<file path="config.mk">
export PLATFORM = sky130hd
export DESIGN_NAME = fetch_unit
export DESIGN_NICKNAME = d
export VERILOG_FILES = /design/src/rtl/fetch_unit.sv
export SDC_FILE = /design/constraint.sdc
export NUM_CORES = 1
export LEC_CHECK = 0
export CORE_MARGIN = 1.5
export CORE_UTILIZATION = 46
export DETAILED_ROUTE_END_ITERATION = 8
export GPL_ROUTABILITY_DRIVEN = 0
export PLACE_DENSITY_LB_ADDON = 0.12
export SYNTH_ARGS = -nofsm -noshare
export SYNTH_HDL_FRONTEND = slang
export SYNTH_SLANG_ARGS = --single-unit
</file>
<file path="constraint.sdc">
create_clock -name clk -period 2.1 [get_ports clk]
set_input_delay 0.315 -clock clk [delete_from_list [all_inputs] [get_ports clk]]
set_output_delay 0.315 -clock clk [all_outputs]
set_load 0.005 [all_outputs]
</file>
<file path="src/rtl/fetch_unit.sv">
// Instruction-fetch stage: owns the PC, drives the imem req/ack handshake and
// presents pcplus4/instr/flush to the IF/ID register, absorbing stalls, redirects and memory wait states.
module fetch_unit #(
    parameter int unsigned      WIDTH    = 32,
    parameter logic [WIDTH-1:0] RESET_PC = '0
) (
    input  logic             clk,
    input  logic             reset,
    input  logic             stall,
    input  logic             branch_taken,
    input  logic [WIDTH-1:0] branch_target,
    output logic             imem_req,
    output logic [WIDTH-1:0] imem_addr,
    input  logic             imem_ack,
    input  logic [WIDTH-1:0] imem_rdata,
    output logic [WIDTH-1:0] pcplus4,
    output logic [WIDTH-1:0] instr,
    output logic             flush,
    output logic [WIDTH-1:0] fetch_pc
);

    typedef enum logic [1:0] {
        S_WAIT,
        S_VALID,
        S_DRAIN
    } state_e;

    state_e           state_q, state_d;
    logic [WIDTH-1:0] pc_q, pc_d;
    logic [WIDTH-1:0] tgt_q, tgt_d;
    logic [WIDTH-1:0] pcplus4_q, pcplus4_d;
    logic [WIDTH-1:0] instr_q, instr_d;
    logic [WIDTH-1:0] pc_inc;
    logic [WIDTH-1:0] br_addr;
    logic             hs;

    assign pc_inc  = pc_q + WIDTH'(4);
    assign br_addr = branch_target & ~(WIDTH'(3));
    assign hs      = imem_req & imem_ack;

    always_ff @(posedge clk) begin
        if (reset) begin
            state_q   <= S_WAIT;
            pc_q      <= RESET_PC;
            tgt_q     <= '0;
            pcplus4_q <= '0;
            instr_q   <= '0;
        end else begin
            state_q   <= state_d;
            pc_q      <= pc_d;
            tgt_q     <= tgt_d;
            pcplus4_q <= pcplus4_d;
            instr_q   <= instr_d;
        end
    end

    // A redirect with a request still in flight must wait for that ack, since
    // req/addr may not change before it; the target is parked in tgt_q meanwhile.
    always_comb begin
        state_d   = state_q;
        pc_d      = pc_q;
        tgt_d     = tgt_q;
        pcplus4_d = pcplus4_q;
        instr_d   = instr_q;
        if (branch_taken) begin
            if (imem_req && !imem_ack) begin
                tgt_d   = br_addr;
                state_d = S_DRAIN;
            end else begin
                pc_d    = br_addr;
                state_d = S_WAIT;
            end
        end else begin
            unique case (state_q)
                S_WAIT: begin
                    if (hs) begin
                        instr_d   = imem_rdata;
                        pcplus4_d = pc_inc;
                        pc_d      = pc_inc;
                        state_d   = S_VALID;
                    end
                end
                S_VALID: begin
                    if (hs) begin
                        instr_d   = imem_rdata;
                        pcplus4_d = pc_inc;
                        pc_d      = pc_inc;
                    end else if (imem_req) begin
                        state_d = S_WAIT;
                    end
                end
                S_DRAIN: begin
                    if (hs) begin
                        pc_d    = tgt_q;
                        state_d = S_WAIT;
                    end
                end
                default: state_d = S_WAIT;
            endcase
        end
    end

    always_comb begin
        imem_req = 1'b0;
        flush    = 1'b1;
        unique case (state_q)
            S_WAIT:  imem_req = 1'b1;
            S_VALID: begin
                imem_req = ~stall;
                flush    = 1'b0;
            end
            S_DRAIN: imem_req = 1'b1;
            default: imem_req = 1'b0;
        endcase
        if (reset) begin
            imem_req = 1'b0;
        end
    end

    assign imem_addr = reset ? RESET_PC : pc_q;
    assign pcplus4   = pcplus4_q;
    assign instr     = instr_q;
    assign fetch_pc  = pc_q;

endmodule

</file>
==> metrics, run 1 <==
DR DRC count 0; Non-Filler Instances 1127; CP max-delay cell clkdlybuf4s50_1; CP Depth 3; Worst-Margin Slew 0.704 ns; relative max-transition margin 52.9%; CP Capture Type output pin; Post-synth ARST share 0%; ys flop type dfxtp_1; Synth area leaders dfxtp_1, nand2_1, a21oi_1; core region area 12500 um^2; H-tree Lvls 4; share of the core filled with cells 70.9%; Max Slew Vio Count 0; CP max stage delay 0.53 ns; period utilisation layout 97.1%; initial drt markers 561; vias per inst 5.57; Die Span X 116 um; RSZ-0062 raised after global routing false; # fillers 1072; Post-DRT Antenna Nets 0; critical-path maximum fanout 4; via count 6277; Seq cells post-synth 124; Crit Reg-Reg Startpoint fetch_pc[2]; vias in the first global route 5921; IO buf count 190; clk_skew 0.00418 ns; Critical Path Start Type flop; TritonCTS buffer count 17; Final Net Count 1013; WP data arrival 1.72 ns; layout cells sized above 1 12.3%; post-DP HPWL 13100 um; antenna cell count 0; syn avg cell area 7.97 um^2; leakage power 3.21 nW; Cell Area, Synth 5850 um^2; CTS tree yes; Post-Syn Instances 734; initial antenna violation count 0; synth unique cells 64; CP top delay family buffers and inverters; Peak Freq 491 MHz; Die Area 13400 um^2; Area Overhead vs Synth 51.8%; setup violators final 0; Max Cap Viol 0; placed cell count 1094; GRT overflow 0; share of the synthesized area in the top cell type 42.5%; die height 116 um; min Tclk post-route 2.04 ns; Initial Utilization 46.7%; Clock Latency Late Sink 0.41 ns; largest net degree at the start of global routing 59; Yosys top cell by area dfxtp_1; WL/cell 16.4 um; final wirelength 18500 um; power per cell area 743 nW/um^2; critical path type reg -> out; r2r worst-path depth 8; TritonCTS Sinks 124; FF-to-FF End pcplus4[24]; final hold violation count 0; crit path capture imem_addr[10]; # IOs 199; fin area 8870 um^2; Site Rows 41; Overall Power 0.00659 W; critical path data required time 1.78 ns; cells along the critical path buf_4 -> nor2b_1 -> clkdlybuf4s50_1; maximum vdd ir drop 0.519 mV; clock-pin slew on the worst setup and hold paths 0.05 ns; area post-placement 8200 um^2; first-pass GRT wire length 29400 um; Buf+Inv Stages, Crit Path 2; Initial DRT Pass Iterations 6; Post-synth EDFFs 0; Worst Setup SP fetch_pc[10]; Total Routing Usage GR 28.2%; root buf cell clkbuf_16; status complete, no violations; clock buffer depth 2; final hold slack 0.297 ns; Yosys Warn Count 0; HP Class in -> reg; sequential share of the synthesized area 42.5%; FF-to-FF setup slack 0.14 ns
==> logic make-up after synthesis <==
| group | share of synthesized area, % |
|---|---|
| xor+xnor | 4.04 |
| simple gates | 25.6 |
| compound gates | 21.4 |
| other cells | 0.0641 |
| flops | 42.5 |
| buf+inv | 5.54 |
| fa+ha+maj | 0.214 |
| mux | 0.685 |
==> cell type report <==
class                      instances  area [um^2]  area share [%]
clock buffer                      26          529            5.96
clock inverter                     5          103            1.16
inverter                           9         33.8           0.381
multi-input combinational        541         3100            34.9
sequential                       124         2480            28.0
tap                              172          215            2.42
timing repair buffer             250         2410            27.2
==> metrics by stage <==
stage / setup TNS [ns] / worst slack (ns)
2_1_floorplan: 0 / 0.172
3_3_place_gp: -2.06 / -0.157
3_5_place_dp: -4.72 / -0.322
4_1_cts: 0 / 0.0126
5_1_grt: 0 / 0.00877
6_report: 0 / 0.0617
==> layout by cell type, fill, tap and decap left out, drive strengths merged, types with 4 or more instances in the layout <==
master         instances
a222oi                 4
nor4                   6
clkbuf                26
a21oi                 81
nand2                150
nor3                  16
xnor2                 12
nor2b                 26
o311ai                 7
mux2i                  4
and4                   4
dfxtp                124
conb                   6
o21ai                 29
xor2                  15
o211ai                 5
a211oi                34
nand3                 14
inv                    9
clkdlybuf4s50        188
nor2                  57
a22oi                  9
a31oi                  5
and3                   8
nand4                 12
buf                   61
==> report_power, final <==
group	switching, W	internal [W]
combinational	0.000445	0.000511
clock	0.00101	0.00208
sequential	0.0000877	0.00246
total	0.00154	0.00505
==> sequential cells by signal (all words and copies together), names as in the netlist <==
| register | flops |
|---|---|
| state_q | 2 |
| tgt_q | 30 |
| fetch_pc | 30 |
| instr | 32 |
| pcplus4 | 30 |
==> synthesized netlist by cell type, drive strengths merged, types with 2 or more instances <==
cell type and instances:
o211ai 5, and3 8, nor2 57, nor3b 2
nand2 150, nor3 16, and2 2, nand3 14
nand3b 2, a222oi 4, and4 4, a221o 2
buf 20, nor4 6, a211o 2, a22oi 9
nor2b 26, a21oi 81, xnor2 12, a31oi 5
inv 9, o22ai 3, or3 2, nand4 12
o21ai 29, xor2 15, a211oi 34, clkbuf 45
and2b 2, o311ai 7, nand2b 3, dfxtp 124
mux2i 4, a21boi 2
==> how the worst min path moves through the flow <==
stage	endpoint	slack [ns]	start	cells past startpoint
2_1_floorplan	state_q[1]	0.39	imem_ack	1
3_3_place_gp	tgt_q[31]	0.44	tgt_q[31]	2
3_5_place_dp	tgt_q[21]	0.45	tgt_q[21]	2
4_1_cts	tgt_q[4]	0.27	reset	2
5_1_grt	tgt_q[4]	0.29	reset	2
6_report	tgt_q[4]	0.30	reset	2
==> layer usage <==
| metal | global-route usage (%) | wire length, um | vias to the layer above |
|---|---|---|---|
| li1 | - | - | 2980 |
| met1 | 35.6 | 7580 | 2919 |
| met2 | 44.8 | 8760 | 327 |
| met3 | 7.95 | 1660 | 51 |
| met4 | 13.1 | 486 | 0 |
| met5 | 0 | 0 | - |
==> worst reg2reg max path: stages (launching register included) <==
cell,delay (ns)
dfxtp_1,0.38
ha_1,0.23
nand4_1,0.11
buf_4,0.18
nor4_4,0.23
buf_4,0.19
nand4_2,0.16
xor2_1,0.19
a211oi_2,0.22
==> what timing repair did <==
action / 4_1_cts / 5_1_grt
setup buffers: 0 / 2
setup endpoints to repair: 1 / 24
pin swaps: 0 / 1
hold buffers: 0 / 0
resized for setup: 2 / 6
(Power assumes the default switching activity.)
==> run 2, diff against run 1 <==
--- a/config.mk
+++ b/config.mk
@@ -5,7 +5,6 @@
 export SDC_FILE = /design/constraint.sdc
 export NUM_CORES = 1
 export LEC_CHECK = 0
-export CORE_MARGIN = 1.5
 export CORE_UTILIZATION = 46
 export DETAILED_ROUTE_END_ITERATION = 8
 export GPL_ROUTABILITY_DRIVEN = 0
==> run 2 against run 1 <==
Net effect:
- core utilization increased by 2.7 points
- first-iteration DRC count decreased by 10%
- combinational power increased by 2%
- critical path depth unchanged
- register-to-register slack about the same
- die area decreased by 1.7%
- sequential share of layout area decreased by 0.35 points
- total power increased by 4.0%
- count of clock-buffer cells in the layout unchanged
- worst setup slack improved by 0.013 ns
- largest power group unchanged
==> metrics, run 2 (synthesis results as in run 1) <==
status complete, no violations; fin area 8980 um^2; Initial DRT Pass Iterations 5; WP data arrival 1.71 ns; clk_skew 0.00717 ns; min Tclk post-route 2.03 ns; initial antenna violation count 0; H-tree Lvls 4; root buf cell clkbuf_16; Post-DRT Antenna Nets 0; vias per inst 5.51; reported net switching power 0.00155 W; final hold slack 0.425 ns; core region area 12200 um^2; RSZ-0062 raised after global routing false; FF-to-FF End fetch_pc[25]; Worst Min Path Start reset; share of the core filled with cells 73.6%; largest net degree at the start of global routing 80; Worst Setup SP fetch_pc[10]; Largest register FFs 32; critical path type reg -> out; vias in the first global route 5948; commonest non-fill, non-tap cell in the layout clkdlybuf4s50_1; relative max-transition margin 50.7%; clock-pin slew on the worst setup and hold paths 0.05 ns; Non-Filler Instances 1132; die height 115 um; # IOs 199; setup violators final 0; Clock power frac 48.7%; r2r worst-path depth 7; first-pass GRT wire length 29300 um; final wirelength 18600 um; area post-placement 8260 um^2; Die Area 13200 um^2; WHS Endpoint tgt_q[4]; CTS tree yes; Final Net Count 1022; Crit Reg-Reg Startpoint state_q[1]; critical path data required time 1.78 ns; post-DP HPWL 13200 um; via count 6242; power per cell area 763 nW/um^2; leakage power 3.26 nW; WL/cell 16.4 um; critical-path maximum fanout 4; IO buf count 190; Max Cap Viol 0; placed cell count 1099; maximum vdd ir drop 0.540 mV; Total Routing Usage GR 28.5%; Switching Share 22.6%; # fillers 951; Peak Freq 494 MHz; final hold violation count 0; Site Rows 40; Area Overhead vs Synth 53.6%; clock buffer depth 2; Die Span X 115 um; hold path cells 3; initial drt markers 505; TritonCTS buffer count 17; most frequent cells in the layout clkdlybuf4s50_1, nand2_1, dfxtp_1; combinational share of power 14.2%; Critical Path Start Type flop; TritonCTS Sinks 124; Worst-Margin Slew 0.738 ns; Clock Latency Late Sink 0.42 ns; CP Capture Type output pin; antenna cell count 0; Cell Int Power 0.00530 W; period utilisation layout 96.5%; HP Class in -> reg; GRT overflow 0; Initial Utilization 47.9%; FF-to-FF setup slack 0.13 ns; DR DRC count 0; Seq pwr share 37.1%; layout cells sized above 1 13.2%; Max Slew Vio Count 0
## run 2: worst max path at each step
| stage | end | slack, ns | depth (start not counted) |
|---|---|---|---|
| 3_3_place_gp | fetch_pc[23] | -0.21 | 5 |
| 2_1_floorplan | pcplus4[24] | 0.17 | 6 |
| 6_report | imem_addr[10] | 0.07 | 3 |
| 3_5_place_dp | fetch_pc[29] | -0.33 | 6 |
| 4_1_cts | fetch_pc[25] | 0.02 | 5 |
| 5_1_grt | imem_addr[18] | 0.01 | 3 |
## run 2: worst max-delay path, stage by stage, from the launching register on
cell	delay, ns
dfxtp_1	0.39
buf_4	0.18
nor2b_1	0.19
clkdlybuf4s50_1	0.53
## run 2: layer usage
metal  track usage [%]  vias up  wire length, um
met5                 0        -                0
met2              46.6      330             8790
met3              6.85       46             1590
li1                  -     3003                -
met1              35.5     2863             7730
met4              13.4        0              477
## run 2: area by class of cell
class                   instances  area, um^2  share of cell area [%]
well taps                     168         210                    2.34
clock buffers                  26         529                    5.89
flip-flops and latches        124        2480                    27.7
inverters                       9        33.8                   0.376
clock inverters                 5         150                    1.67
multi-input cells             541        3100                    34.5
repair buffers                259        2480                    27.6
## run 2: what timing repair did
item,4_1_cts,5_1_grt
endpoints found under the hold margin,0,0
hold buffers,0,0
endpoints found under the setup margin,3,14
pin swaps,1,0
setup buffers,2,0
gates resized for setup,3,6
## run 2: stage by stage
| stage | total power (W) | setup WS (ns) | setup TNS [ns] |
|---|---|---|---|
| after floorplan | 0.00299 | 0.172 | 0 |
| after global placement | 0.00352 | -0.212 | -3.59 |
| after detailed placement | 0.00354 | -0.326 | -13.96 |
| after CTS | 0.00686 | 0.0183 | 0 |
| after global routing | 0.00708 | 0.0135 | 0 |
| final | 0.00685 | 0.0744 | 0 |
## run 2: power by group through the flow
stage | clock network (W) | logic (W) | registers, W
2_1_floorplan | 0 | 0.000391 | 0.00260
3_3_place_gp | 0 | 0.000932 | 0.00259
3_5_place_dp | 0 | 0.000953 | 0.00259
4_1_cts | 0.00336 | 0.000962 | 0.00254
5_1_grt | 0.00348 | 0.00105 | 0.00255
6_report | 0.00334 | 0.000972 | 0.00254
